### src/rtl/imem_port_arbiter.sv
// Arbitrates the single-ported program memory between instruction fetch and data load/store.
// Each granted access runs LATENCY memory cycles and finishes with one registered acknowledge pulse.
module imem_port_arbiter #(
  parameter int unsigned LATENCY    = 2,
  parameter logic [31:0] TEXT_BASE  = 32'h0000_3000,
  parameter int unsigned TEXT_WORDS = 128
) (
  input  logic        clk,
  input  logic        rst,
  input  logic        if_req,
  input  logic [31:0] if_addr,
  output logic        if_ack,
  output logic [31:0] if_rdata,
  output logic        if_err,
  input  logic        d_req,
  input  logic        d_we,
  input  logic [31:0] d_addr,
  input  logic [31:0] d_wdata,
  output logic        d_ack,
  output logic [31:0] d_rdata,
  output logic        d_err,
  output logic        mem_en,
  output logic        mem_we,
  output logic [31:0] mem_addr,
  output logic [31:0] mem_wdata,
  input  logic [31:0] mem_rdata,
  output logic        busy
);

  localparam int unsigned CW         = (LATENCY > 1) ? $clog2(LATENCY) : 1;
  localparam logic [CW-1:0] CNT_INIT = CW'(LATENCY - 1);
  localparam logic [31:0] TEXT_BYTES = 32'(TEXT_WORDS * 4);

  typedef enum logic [1:0] {
    S_IDLE   = 2'd0,
    S_ACCESS = 2'd1,
    S_RESP   = 2'd2
  } state_e;

  state_e          state_q, state_d;
  logic            owner_q, owner_d;   // 1 = data port owns the transaction
  logic            last_q, last_d;     // 1 = data port was granted last
  logic [31:0]     addr_q, addr_d;
  logic            we_q, we_d;
  logic [31:0]     wdata_q, wdata_d;
  logic [CW-1:0]   cnt_q, cnt_d;
  logic [31:0]     rdata_q, rdata_d;
  logic            err_q, err_d;

  logic            grant_data;
  logic [31:0]     req_addr;
  logic [31:0]     text_off;
  logic            req_err;

  always_ff @(posedge clk or negedge rst) begin
    if (!rst) begin
      state_q <= S_IDLE;
      owner_q <= 1'b0;
      last_q  <= 1'b1;
      addr_q  <= 32'd0;
      we_q    <= 1'b0;
      wdata_q <= 32'd0;
      cnt_q   <= {CW{1'b0}};
      rdata_q <= 32'd0;
      err_q   <= 1'b0;
    end else begin
      state_q <= state_d;
      owner_q <= owner_d;
      last_q  <= last_d;
      addr_q  <= addr_d;
      we_q    <= we_d;
      wdata_q <= wdata_d;
      cnt_q   <= cnt_d;
      rdata_q <= rdata_d;
      err_q   <= err_d;
    end
  end

  // Round-robin on a tie; the bounds check wraps addresses below TEXT_BASE to large offsets.
  always_comb begin
    grant_data = (if_req && d_req) ? ~last_q : d_req;
    req_addr   = grant_data ? d_addr : if_addr;
    text_off   = req_addr - TEXT_BASE;
    req_err    = (req_addr[1:0] != 2'b00) || (!grant_data && (text_off >= TEXT_BYTES));

    state_d = state_q;
    owner_d = owner_q;
    last_d  = last_q;
    addr_d  = addr_q;
    we_d    = we_q;
    wdata_d = wdata_q;
    cnt_d   = cnt_q;
    rdata_d = rdata_q;
    err_d   = err_q;

    case (state_q)
      S_IDLE: begin
        if (if_req || d_req) begin
          owner_d = grant_data;
          last_d  = grant_data;
          addr_d  = req_addr;
          we_d    = grant_data & d_we;
          wdata_d = grant_data ? d_wdata : 32'd0;
          rdata_d = 32'd0;
          err_d   = req_err;
          cnt_d   = CNT_INIT;
          state_d = req_err ? S_RESP : S_ACCESS;
        end else begin
          state_d = S_IDLE;
        end
      end
      S_ACCESS: begin
        if (cnt_q == {CW{1'b0}}) begin
          rdata_d = we_q ? 32'd0 : mem_rdata;
          state_d = S_RESP;
        end else begin
          cnt_d = cnt_q - CW'(1);
        end
      end
      S_RESP:  state_d = S_IDLE;
      default: state_d = S_IDLE;
    endcase
  end

  always_comb begin
    busy      = (state_q != S_IDLE);
    mem_en    = (state_q == S_ACCESS);
    mem_we    = (state_q == S_ACCESS) && we_q;
    mem_addr  = {addr_q[31:2], 2'b00};
    mem_wdata = wdata_q;
    if_ack    = (state_q == S_RESP) && !owner_q;
    d_ack     = (state_q == S_RESP) && owner_q;
    if_rdata  = if_ack ? rdata_q : 32'd0;
    if_err    = if_ack && err_q;
    d_rdata   = d_ack ? rdata_q : 32'd0;
    d_err     = d_ack && err_q;
  end

endmodule

### config.mk
export PLATFORM = sky130hd
export DESIGN_NAME = imem_port_arbiter
export DESIGN_NICKNAME = d
export VERILOG_FILES = /design/src/rtl/imem_port_arbiter.sv
export SDC_FILE = /design/constraint.sdc
export NUM_CORES = 1
export LEC_CHECK = 0
export ABC_AREA = 1
export CAP_MARGIN = 20
export CORE_UTILIZATION = 30
export DETAILED_ROUTE_END_ITERATION = 12
export SKIP_LAST_GASP = 1
export SLEW_MARGIN = 10
export SYNTH_ARGS = -nofsm -noshare
export SYNTH_HDL_FRONTEND = slang
export SYNTH_SLANG_ARGS = --single-unit
### constraint.sdc
create_clock -name clk -period 2.35 [get_ports clk]
set_input_delay 0.3525 -clock clk [delete_from_list [all_inputs] [get_ports clk]]
set_output_delay 0.3525 -clock clk [all_outputs]
set_load 0.02 [all_outputs]
Word level (Yosys, flattened, before mapping)
Cells that the tools add are included.
{ "word_totals": {"word_cells": 52, "out_inout_bits": 135, "regBits": 103, "input_bits": 133} }
{ "classes": {"eq_ne": 4, "n_mux": 16, "n_reduce_logical": 18, "addsub": 2, "bitwise_logic": 2, "magnitude_cmp": 1} }
{ "op_table": {"columns": ["op", "n"], "rows": [
  ["$mux W32", 7],
  ["$pmux W32 S2", 1],
  ["$ge A32 B10 Y1 const B", 1],
  ["$sub A32 B14 Y32 const B", 1],
  ["$logic_and A1 B1 Y1", 7],
  ["$mux W2", 3],
  ["$reduce_bool A2 Y1", 3],
  ["$ne A2 B2 Y1 const B", 2],
  ["$pmux W2 S2", 1],
  ["$reduce_and A2 Y1", 2],
  ["$mux W1", 3],
  ["$reduce_and A3 Y1", 1],
  ["$eq A2 B1 Y1 const B", 1],
  ["$eq A2 B2 Y1 const B", 1],
  ["$logic_not A1 Y1", 2],
  ["$logic_not A2 Y1", 1],
  ["$logic_or A1 B1 Y1", 2],
  ["$pmux W1 S2", 1],
  ["$and A1 B1 Y1", 1],
  ["$not A1 Y1", 1],
  ["$sub A1 B1 Y1 const B", 1]
]} }

Logic depth before layout (Yosys ltp)
{ "depth": {"depth_word": 10, "depth_mapped": 16, "mapped_depth_nobuf": 16} }

Worst setup path after synthesis
OpenSTA, ideal clock, no wires.
{ "synth_timing": {"kind": "flip-flop to output port", "startpoint": "register state_q[0]", "endpoint": "output d_rdata[10]", "slack_ns": 0.304, "t_arrival_ns": 1.693, "required_time_ns": 1.997, "path_buffers": 1, "path_stages_with_launch": 5, "path_cell_list": "dfrtp_1 -> nor3_1 -> inv_1 -> clkbuf_1 -> nor2_1"} }
{ "synth_between": {"elab_chain_cells": 3} }
{ "synth_lines": {"columns": ["element", "line_no", "rtl"], "rows": [
  ["start: declaration", "40", "state_e state_q, state_d;"],
  ["start signal: assignment", "67", "state_q <= state_d;"],
  ["$eq A2 B2 Y1", "132", "d_ack = (state_q == S_RESP) && owner_q;"],
  ["$logic_and A1 B1 Y1", "132", null],
  ["via d_ack", "19", "output logic d_ack,"],
  ["$mux W32", "135", "d_rdata = d_ack ? rdata_q : 32'd0;"],
  ["end: declaration", "20", "output logic [31:0] d_rdata,"]
]} }
The timed path passes the listed nets, and every way through them passes these cells.

Final worst setup path
{ "layout_timing": {"startpoint": "register state_q[0]", "endpoint": "output d_rdata[1]"} }
{ "layout_between": {"elab_chain_cells": 3} }
{ "layout_lines": {"columns": ["element", "line_no"], "rows": [
  ["$eq A2 B2 Y1", "132"],
  ["$logic_and A1 B1 Y1", "132"],
  ["$mux W32", "135"]
]} }
Every way passes these cells.

==> impl.org <==
** Status
- The flow ran to the end, and the final reports show no timing, DRC or antenna violations.

** Clock tree
- Clock tree synthesis inserted a total of 9 buffers.
- H-tree levels :: 3
- In this run the deepest clock path goes through 2 buffers.
- The tree is rooted in a sky130_fd_sc_hd__clkbuf_16.
- Insertion delay to the later sink of the worst-skew pair :: 0.35 ns
- Clock-pin slew was measured on the worst setup and hold paths at 0.07 ns.
- TritonCTS clock tree :: yes
- Once the clock tree was built, the setup fixing pass inserted 0 buffers.
- The clock net in this run drives a total of 101 sinks.

** STA
- The hold violation count in the final report was 0.
- Period minus WS final :: 2.16 ns
- Setup repair after global routing missed its margin :: no
- The max-slew violation count was 0.
- Final setup vio count :: 0
- In the finished design, the share of the clock period the worst path needs comes to 0.920.
- Worst Setup Slack, final :: 0.187 ns
- Highest attainable clock frequency :: 462 MHz
- Final hold slack :: 0.434 ns
- Post-route setup TNS :: 0 ns
- Setup Skew :: 0.00560 ns

** Yosys
- Yosys instantiated no cell more often than sky130_fd_sc_hd__nand2_1.
- During synthesis, Yosys emitted a total of 0 warnings.
- Post-Synthesis Cells :: 708
- Most used DFF post-synth :: sky130_fd_sc_hd__dfrtp_1
- After synthesis, the share of flip-flops with an asynchronous set or reset is 1.00.
- Cell types with the largest area share after synthesis :: sky130_fd_sc_hd__dfrtp_1 (48%), sky130_fd_sc_hd__nand2_1 (14%), sky130_fd_sc_hd__o21ai_0 (10%), sky130_fd_sc_hd__nor2_1 (7.8%), sky130_fd_sc_hd__nand3_1 (5.6%)
- Synthesis inferred 101 register bits.
- The biggest area contributor in the post-synthesis netlist is sky130_fd_sc_hd__dfrtp_1.
- Post-synth top cells :: sky130_fd_sc_hd__nand2_1 (192), sky130_fd_sc_hd__nor2_1 (107), sky130_fd_sc_hd__o21ai_0 (103)
- For this run, the register share of the synthesized area comes to 0.489.
- Synth unique cells :: 23
- In this run, synthesis inferred 0 flip-flops with an integrated enable.
- Cell area after technology mapping :: 5170 µm²
- Average cell area after synthesis :: 7.31 µm²
- The share of synthesized area in the top cell type comes to 0.484.

** Floorplanning
- From bottom edge to top edge, the die measures 133 µm.
- The floorplan has 47 rows.
- The die is 133 µm wide.
- The die covers 17800 µm².
- After floorplanning, the core was sized to cover 16700 µm².
- I/O pin total :: 268
- Initial cell density of the core :: 0.310

** Power and ir drop
- Sw Pwr :: 3.56 mW
- Clock share of power :: 0.176
- Switching part of the total :: 0.406
- Total Power :: 8.75 mW
- The share of total power dissipated in combinational logic is 0.510.
- Internal power comes to 5.19 mW.
- For this design the static power due to leakage is 4.15 nW.
- Maximum ir drop on the vdd rail :: 0.489 mV
- Proportion of power drawn by flip-flops and latches :: 0.314
- Power density of the placed cells :: 1010 nW/µm²

** Final layout
- Of the cells placed in the final design, the portion with a size suffix greater than 1 is 0.101.
- The number of antenna diodes in the final layout is 0.
- Area growth, synth to finish :: 67.8%
- Measured on the finished design, the core utilization comes to 0.520.
- In the final design database the tool counted 1137 nets.

** Job
- Maximum capacitance violations :: 0

** Global routing
- The first global-routing pass estimated 27.4 mm of wire.
- The number of global-route vias before repair was 5235.
- For this run, the total global-route usage over all layers was measured as 0.194.
- Gr ovfl total :: 0
- Pin count of the biggest net entering global routing :: 65
- Antenna violations before repair :: 0

** Placement
- Input and output buffers added on the ports amount to 265.
- Prior to clock tree synthesis, the placed netlist has a worst setup slack of -0.104 ns.
- Detailed placement finished with a half-perimeter wire length of 12.9 mm.
- GP Congestion :: 0.832

** Critical path
- Largest stage delay, worst path :: 0.42 ns
- The setup path with the least slack is of type register to primary output.
- Cell-by-cell trace of the critical path :: nor3_1, buf_4, inv_1, buf_4, nor2_1, dlygate4sd2_1
- In this run the critical register-to-register path is captured at err_q.
- Element type at the critical path start :: register
- At the worst endpoint, the required time is 2.00 ns.
- In this run the worst setup path begins at state_q[0].
- Sort of element at the end of the critical path :: primary output
- Cell with the largest stage delay on the worst path :: sky130_fd_sc_hd__dfrtp_1
- Reg-to-reg setup timing slack :: 0.27 ns
- CP most frequent cell :: sky130_fd_sc_hd__buf_4
- STA puts the critical path data arrival time at 1.81 ns.
- The startpoint identified for the worst register-to-register timing path is last_q.
- Length in cells of the worst reg-to-reg path :: 14
- Largest fanout on the critical path :: 15

** Detailed routing
- Drt first pass iters :: 5
- Via count normalized by instance count :: 4.44
- In the final routed layout, each cell accounts on average for 13.7 µm.
- Total Wirelength :: 16.9 mm
- After detailed routing, the number of remaining DRC violations is 0.
- DRC violation total after the first TritonRoute iteration :: 257
- Routed via count :: 5461
- The detail route stage leaves a number of antenna-violating nets equal to 0.

** Min path
- Type of the worst min-delay path :: input pin to async pin
## cells by family after synthesis
logic type / Yosys count / synth area share
buf+inv: 108 / 0.0863
simple gates: 384 / 0.311
other cells: 1 / 0.000725
flops: 101 / 0.489
compound gates: 113 / 0.111
mux: 1 / 0.00193
## power by group through the flow
stage / clock (mW) / combinational (mW) / sequential [mW]
3_3_place_gp: 0 / 4.53 / 2.76
6_report: 1.54 / 4.47 / 2.74
2_1_floorplan: 0 / 1.66 / 3.38
4_1_cts: 1.60 / 4.52 / 2.75
3_5_place_dp: 0 / 4.54 / 2.77
5_1_grt: 1.68 / 4.90 / 2.83
## stage by stage
| stage | cells | cell area, µm² |
|---|---|---|
| floorplan | 709 | 5180 |
| detailed placement | 1212 | 8420 |
| global route | 1229 | 8680 |
| CTS | 1229 | 8660 |
| finish | 1229 | 8680 |
| global placement | 1212 | 8420 |
## worst max-delay path by stage
| stage | endpoint | slack [ns] |
|---|---|---|
| finish | d_rdata[1] | 0.19 |
| global route | state_q[1] | 0.005 |
| CTS | if_rdata[26] | -0.07 |
| detailed placement | state_q[1] | -0.10 |
| global placement | err_q | -0.11 |
| floorplan | d_rdata[10] | 0.30 |
## layout make-up
class                      instances  area, µm²
inverter                          64        240
multi-input combinational        500       2240
tap                              220        275
sequential                       101       2530
timing repair buffer             328       3090
fill                            1638       8020
clock inverter                     4       56.3
clock buffer                      12        256
## per-layer routing
metal | GRT usage | share of wire | up-vias
met5 | 0 | 0 | -
met4 | 0.0581 | 0.013 | 0
met3 | 0.0365 | 0.055 | 14
met2 | 0.319 | 0.48 | 170
met1 | 0.259 | 0.46 | 2460
li1 | - | - | 2817
## repair_timing
item                                   CTS  global route
setup endpoints to repair               66             4
endpoints found under the hold margin   17             0
cloned                                   0             0
hold buffers                             1             0
resized for setup                       66             7
## critical path, delay by kind of cell (launching register included)
| family | cells | cell delay (ns) |
|---|---|---|
| DFF | 1 | 0.42 |
| buffers and inverters | 4 | 0.73 |
| and+or+nand+nor | 2 | 0.32 |
## placed cells by master, fill, tap and decap left out
cell / instances
sky130_fd_sc_hd__a31oi_1: 7
sky130_fd_sc_hd__buf_12: 3
sky130_fd_sc_hd__buf_4: 59
sky130_fd_sc_hd__buf_6: 1
sky130_fd_sc_hd__bufinv_16: 1
sky130_fd_sc_hd__clkbuf_1: 1
sky130_fd_sc_hd__clkbuf_16: 9
sky130_fd_sc_hd__clkbuf_8: 2
sky130_fd_sc_hd__clkdlybuf4s50_1: 197
sky130_fd_sc_hd__clkinv_4: 3
sky130_fd_sc_hd__conb_1: 2
sky130_fd_sc_hd__dfrtp_1: 100
sky130_fd_sc_hd__dfstp_2: 1
sky130_fd_sc_hd__dlygate4sd2_1: 65
sky130_fd_sc_hd__dlygate4sd3_1: 1
sky130_fd_sc_hd__dlymetal6s2s_1: 2
sky130_fd_sc_hd__inv_1: 63
sky130_fd_sc_hd__inv_2: 1
sky130_fd_sc_hd__mux2i_1: 1
sky130_fd_sc_hd__nand2_1: 189
sky130_fd_sc_hd__nand2_2: 7
sky130_fd_sc_hd__nand2_4: 2
sky130_fd_sc_hd__nand3_1: 58
sky130_fd_sc_hd__nand3b_1: 10
sky130_fd_sc_hd__nor2_1: 105
sky130_fd_sc_hd__nor2_2: 8
sky130_fd_sc_hd__nor2_4: 2
sky130_fd_sc_hd__nor3_1: 1
sky130_fd_sc_hd__nor3_2: 2
sky130_fd_sc_hd__o21ai_0: 102
sky130_fd_sc_hd__o21ai_1: 3
sky130_fd_sc_hd__o21ai_4: 1
## registers in the layout (all words and copies together), names as in the netlist
register,cells
we_q,1
owner_q,1
err_q,1
rdata_q,32
last_q,1
mem_wdata,32
addr_q,30
state_q,2
cnt_q,1
Power figures use the tool's default switching activity.
